## src/rtl/ttcache_pkg.sv

```systemverilog
// Shared TTCache definitions: replacement FSM encoding and LFSR constants.
package ttcache_pkg;

    typedef enum logic [1:0] {
        ST_IDLE = 2'd0,
        ST_SCAN = 2'd1,
        ST_DRAW = 2'd2,
        ST_RESP = 2'd3
    } state_t;

    // Feedback is q[MSB] ^ q[LFSR_TAP]; the register shifts toward bit 0.
    localparam int         LFSR_TAP     = 1;
    localparam logic [4:0] DEFAULT_SEED = 5'h1f;

endpackage

```

## src/rtl/lfsr_step_reg.sv

```systemverilog
// Clocked Fibonacci LFSR that advances one step on request.
// A zero load value is replaced by SEED so the register never locks up at zero.
module lfsr_step_reg
    import ttcache_pkg::*;
#(
    parameter int              BITS = 5,
    parameter logic [BITS-1:0] SEED = BITS'(DEFAULT_SEED)
) (
    input  logic            clk,
    input  logic            rst_n,
    input  logic            advance,
    input  logic            load,
    input  logic [BITS-1:0] load_value,
    output logic [BITS-1:0] q
);

    logic [BITS-1:0] next_q;

    always_comb begin
        next_q = {q[BITS-1] ^ q[LFSR_TAP], q[BITS-1:1]};
    end

    always_ff @(posedge clk or negedge rst_n) begin
        if (!rst_n) begin
            q <= SEED;
        end else if (load) begin
            q <= (load_value != '0) ? load_value : SEED;
        end else if (advance) begin
            q <= next_q;
        end
    end

endmodule

```

## src/rtl/random_victim_ctrl.sv

```systemverilog
// TTCache victim selection: prefer a free way, otherwise draw random unlocked ways
// from the LFSR, falling back to the lowest unlocked way after MAX_DRAWS draws.
module random_victim_ctrl
    import ttcache_pkg::*;
#(
    parameter int                   WAYS      = 4,
    parameter int                   WAY_BITS  = 2,
    parameter int                   LFSR_BITS = 5,
    parameter logic [LFSR_BITS-1:0] SEED      = LFSR_BITS'(DEFAULT_SEED),
    parameter int                   MAX_DRAWS = 8
) (
    input  logic                 clk,
    input  logic                 rst_n,
    input  logic                 req_valid,
    output logic                 req_ready,
    input  logic [WAYS-1:0]      valid_vec,
    input  logic [WAYS-1:0]      lock_vec,
    output logic                 resp_valid,
    input  logic                 resp_ready,
    output logic [WAY_BITS-1:0]  resp_way,
    output logic                 resp_random,
    output logic                 resp_none,
    input  logic                 seed_load,
    input  logic [LFSR_BITS-1:0] seed_value,
    output logic [LFSR_BITS-1:0] lfsr_state
);

    localparam int CNT_W = $clog2(MAX_DRAWS + 1);

    state_t               state;
    logic [WAYS-1:0]      valid_q;
    logic [WAYS-1:0]      lock_q;
    logic [CNT_W-1:0]     draw_cnt;
    logic [WAYS-1:0]      free_vec;
    logic [LFSR_BITS-1:0] lfsr_next;
    logic [WAY_BITS-1:0]  cand;
    logic                 cand_ok;
    logic                 lfsr_advance;
    logic                 lfsr_load;

    function automatic logic [WAY_BITS-1:0] lowest_index(input logic [WAYS-1:0] vec);
        logic [WAY_BITS-1:0] idx;
        idx = '0;
        for (int i = WAYS - 1; i >= 0; i--) begin
            if (vec[i]) begin
                idx = WAY_BITS'(i);
            end
        end
        return idx;
    endfunction

    // The candidate is taken from the value the LFSR moves to on this DRAW edge.
    always_comb begin
        free_vec  = ~valid_q & ~lock_q;
        lfsr_next = {lfsr_state[LFSR_BITS-1] ^ lfsr_state[LFSR_TAP], lfsr_state[LFSR_BITS-1:1]};
        cand      = lfsr_next[WAY_BITS-1:0];
        cand_ok   = 1'b0;
        for (int i = 0; i < WAYS; i++) begin
            if ((cand == WAY_BITS'(i)) && !lock_q[i]) begin
                cand_ok = 1'b1;
            end
        end
    end

    assign lfsr_advance = (state == ST_DRAW);
    assign lfsr_load    = seed_load && (state == ST_IDLE);

    lfsr_step_reg #(
        .BITS (LFSR_BITS),
        .SEED (SEED)
    ) u_lfsr (
        .clk        (clk),
        .rst_n      (rst_n),
        .advance    (lfsr_advance),
        .load       (lfsr_load),
        .load_value (seed_value),
        .q          (lfsr_state)
    );

    always_ff @(posedge clk or negedge rst_n) begin
        if (!rst_n) begin
            state       <= ST_IDLE;
            valid_q     <= '0;
            lock_q      <= '0;
            draw_cnt    <= '0;
            req_ready   <= 1'b1;
            resp_valid  <= 1'b0;
            resp_way    <= '0;
            resp_random <= 1'b0;
            resp_none   <= 1'b0;
        end else begin
            case (state)
                ST_IDLE: begin
                    if (req_valid) begin
                        valid_q     <= valid_vec;
                        lock_q      <= lock_vec;
                        draw_cnt    <= '0;
                        resp_random <= 1'b0;
                        resp_none   <= 1'b0;
                        req_ready   <= 1'b0;
                        state       <= ST_SCAN;
                    end
                end
                ST_SCAN: begin
                    if (|free_vec) begin
                        resp_way    <= lowest_index(free_vec);
                        resp_random <= 1'b0;
                        resp_valid  <= 1'b1;
                        state       <= ST_RESP;
                    end else if (&lock_q) begin
                        resp_way    <= '0;
                        resp_none   <= 1'b1;
                        resp_valid  <= 1'b1;
                        state       <= ST_RESP;
                    end else begin
                        state       <= ST_DRAW;
                    end
                end
                // SCAN guarantees at least one unlocked way, so the fallback is always legal.
                ST_DRAW: begin
                    draw_cnt <= draw_cnt + 1'b1;
                    if (cand_ok) begin
                        resp_way    <= cand;
                        resp_random <= 1'b1;
                        resp_valid  <= 1'b1;
                        state       <= ST_RESP;
                    end else if (draw_cnt == CNT_W'(MAX_DRAWS - 1)) begin
                        resp_way    <= lowest_index(~lock_q);
                        resp_random <= 1'b0;
                        resp_valid  <= 1'b1;
                        state       <= ST_RESP;
                    end
                end
                ST_RESP: begin
                    if (resp_ready) begin
                        resp_valid <= 1'b0;
                        req_ready  <= 1'b1;
                        state      <= ST_IDLE;
                    end
                end
                default: begin
                    state <= ST_IDLE;
                end
            endcase
        end
    end

endmodule

```

## config.mk

```make
export PLATFORM = sky130hd
export DESIGN_NAME = random_victim_ctrl
export DESIGN_NICKNAME = d
export VERILOG_FILES = /design/src/rtl/ttcache_pkg.sv /design/src/rtl/lfsr_step_reg.sv /design/src/rtl/random_victim_ctrl.sv
export SDC_FILE = /design/constraint.sdc
export NUM_CORES = 1
export LEC_CHECK = 0
export ABC_AREA = 1
export BUFFER_PORTS_ARGS = -buffer_cell sky130_fd_sc_hd__buf_4
export CAP_MARGIN = 20
export CELL_PAD_IN_SITES_DETAIL_PLACEMENT = 0
export CELL_PAD_IN_SITES_GLOBAL_PLACEMENT = 1
export CORE_ASPECT_RATIO = 2
export CORE_MARGIN = 3
export CORE_UTILIZATION = 39
export CTS_CLUSTER_SIZE = 14
export DETAILED_ROUTE_END_ITERATION = 16
export PLACE_DENSITY_LB_ADDON = 0.2
export SETUP_SLACK_MARGIN = 0.15
export SYNTH_ARGS = -nofsm -noshare
export SYNTH_HDL_FRONTEND = slang
export SYNTH_HIERARCHICAL = 1
export SYNTH_SLANG_ARGS = --single-unit
```

## constraint.sdc

```tcl
create_clock -name clk -period 1.6 [get_ports clk]
set_input_delay 0.16 -clock clk [delete_from_list [all_inputs] [get_ports clk]]
set_output_delay 0.16 -clock clk [all_outputs]
set_load 0.02 [all_outputs]
```

==> results.json <==
{
  "cp-start-kind": "flip-flop",
  "start_util": 0.414,
  "synth-simple-area-share": 0.392,
  "layout.nets": 289,
  "async_flop_share": 1.00,
  "finalSetupViolCount": 0,
  "synth_compound_area_frac": 0.0771,
  "ys_seq_elements": 25,
  "worstMarginPinSlew_ns": 0.329,
  "antenna_found_initial": 0,
  "power.leakage_nw": 1.06,
  "avgSynthCellArea_um2": 6.98,
  "firstDrtPassIters": 4,
  "synth_top_family_by_area": "simple AND/OR/NAND/NOR gates",
  "core_area_um2": 3720,
  "synth_area_um2": 1540,
  "synth_edf_count": 0,
  "final_common_cell": "nand2_1",
  "grt.total_usage": 0.171,
  "reg2reg_depth": 10,
  "drt_iter0_markers": 16,
  "cp.depth": 10,
  "dp.cells": 299,
  "fin_crit_sh": 0.883,
  "critPathSlowestCell": "dfrtp_1",
  "hp-class": "input port to flip-flop",
  "path_cells": "inv_2 -> ha_4 -> inv_2 -> or2_4 -> nand2_2 -> inv_2 -> nand2_2 -> inv_2 -> nand2_1 -> nand2_1",
  "synth_mux_area_frac": 0,
  "m1WireLength_um": 1350,
  "crit_path_max_incr_delay_ns": 0.43,
  "hold_viol": 0,
  "synth_warnings": 6,
  "rows": 31,
  "netlist_instances": 221,
  "cp_max_fo": 5,
  "grt_pass1_vias": 1494,
  "max_cap_viol_count": 0,
  "antenna_cells": 0,
  "fp.dieW_um": 50.5,
  "wl_per_cell_um": 11.9,
  "clock_sinks": 25,
  "worst-path-buf-inv": 4,
  "syn_nets": 244,
  "htree_levels": 1,
  "cts-root-buf": "clkbuf_8",
  "min_path_cells": 3,
  "vias": 1485,
  "holdWs_ns": 0.0836,
  "clk_path_buf_depth": 2,
  "vias_per_cell": 4.73,
  "fin_area_um2": 2000,
  "critical_path_arrival_ns": 1.58,
  "synth_xor_area_frac": 0,
  "cts_tree": "yes",
  "antenna_left": 0,
  "ios": 29,
  "hpwlAfterDp_um": 2900,
  "drc": 0,
  "cts_buffers": 3,
  "cpLargestDelayFamily": "simple AND/OR/NAND/NOR gates",
  "routed.top_layer": "met4",
  "status": "complete, no violations",
  "die_area_um2": 4790,
  "maxSlewViolCount": 0,
  "wl_met3_um": 106,
  "place_area_um2": 1830,
  "criticalPathCategory": "flip-flop to flip-flop",
  "synthAdderAreaFrac": 0.0406,
  "grt_pass1_wl_um": 6270,
  "cp.required_ns": 1.77,
  "drive_gt1_frac": 0.302,
  "fmax_ghz": 0.707,
  "portBuffers": 28,
  "cp_common_cell": "inv_2",
  "fillerInstances": 396,
  "clk_latency_ns": 0.27,
  "powerDensity_nw_per_um2": 2080,
  "synth_top_flop_cell": "dfrtp_1",
  "ir_worst_vdd_v": 0.00112,
  "final_cell_mix": "nand2_1 (82), buf_4 (40), nor2_1 (21)",
  "skew_ns": 0.00405,
  "wl_met2_um": 2220,
  "yosysSeqAreaShare": 0.411,
  "path_clk_slew_ns": 0.09,
  "synth_cell_types": 24,
  "area_growth_pct": 29.8,
  "fp.dieH_um": 94.9,
  "worstSetupEndpointType": "flip-flop",
  "wl_um": 3740,
  "gp_congestion": 0.814,
  "post-route-min-period_ns": 1.41,
  "grt-ovfl-total": 0,
  "rsz0062_at_grt": "yes",
  "timing.slew.headroom": 0.781,
  "instances_no_fill": 314,
  "grt_max_degree": 26,
  "setup-tns-final_ns": 0
}
sequential cells by signal, summed over array words and instances (netlist names), 2 cells and up:
name and count:
draw_cnt 4, lock_q 4, resp_way 2, state 2, u_lfsr/q 5, valid_q 4
kinds of logic after synthesis:
kind of cell | after synthesis
AND/OR/NAND/NOR | 137
buffers and inverters | 32
flip-flops | 25
AO/OA/AOI/OAI | 22
adder cells (fa/ha/maj) | 5
area by class of cell:
cell class | instances | area [µm²] | area share
clock buffers | 4 | 45.0 | 0.0225
inverters | 30 | 115 | 0.0575
multi-input cells | 164 | 823 | 0.412
flip-flops and latches | 25 | 634 | 0.317
well taps | 49 | 61.3 | 0.0306
repair buffers | 42 | 322 | 0.161
cell usage after synthesis, types with 3 or more instances:
cell,count,area (µm²)
nand2_1,83,312
inv_1,22,82.6
nor2_1,22,82.6
dfrtp_1,19,475
nand3_1,17,85.1
o21ai_0,11,55.1
inv_2,7,26.3
dfstp_2,6,158
ha_1,5,62.6
a21oi_1,4,20.0
nand2_2,4,25.0
o21ai_1,4,20.0
nor2_2,3,18.8
metal layers:
metal | vias up | global-route usage
met2 | 20 | 0.348
met1 | 681 | 0.162
met5 | - | 0
met4 | 0 | 0.0652
met3 | 4 | 0.0269
li1 | 780 | -
worst min-delay path: cells and delay by family:
kind | cells | cell delay, ns
buf+inv | 1 | 0.07
simple gates | 2 | 0.09
per-stage QoR:
step           setup WS, ns  power, mW   util
3_3_place_gp         0.0305       3.51  0.490
2_1_floorplan         0.180       2.85      -
5_1_grt               0.104       4.60  0.537
3_5_place_dp         0.0185       3.53  0.490
6_report              0.187       4.16  0.537
4_1_cts               0.158       4.01  0.513
what timing repair did:
item | in CTS | in global routing
setup buffers | 1 | 9
pin swaps | 0 | 10
cloned | 0 | 0
hold endpoints to repair | 19 | 0
resized for setup | 6 | 7
endpoints found under the setup margin | 13 | 13
hold buffers | 1 | 0
path summary, 6_finish.rpt:
| kind | end | start | slack (ns) |
|---|---|---|---|
| worst max register to register | state[1] | state[0] | 0.19 |
| worst max-delay path | state[1] | state[0] | 0.19 |
| worst min-delay path | valid_q[1] | valid_vec[1] | 0.08 |
| worst min register to register | u_lfsr/q[0] | u_lfsr/q[0] | 0.47 |
| min in group asynchronous | resp_random | rst_n | 0.33 |
| max in group asynchronous | u_lfsr/q[2] | rst_n | 0.98 |
power by group:
part	internal, mW	switching (mW)
registers	0.989	0.245
clock network	0.178	0.202
logic	1.05	1.50
Note: power is estimated with default switching activity, not from simulation.
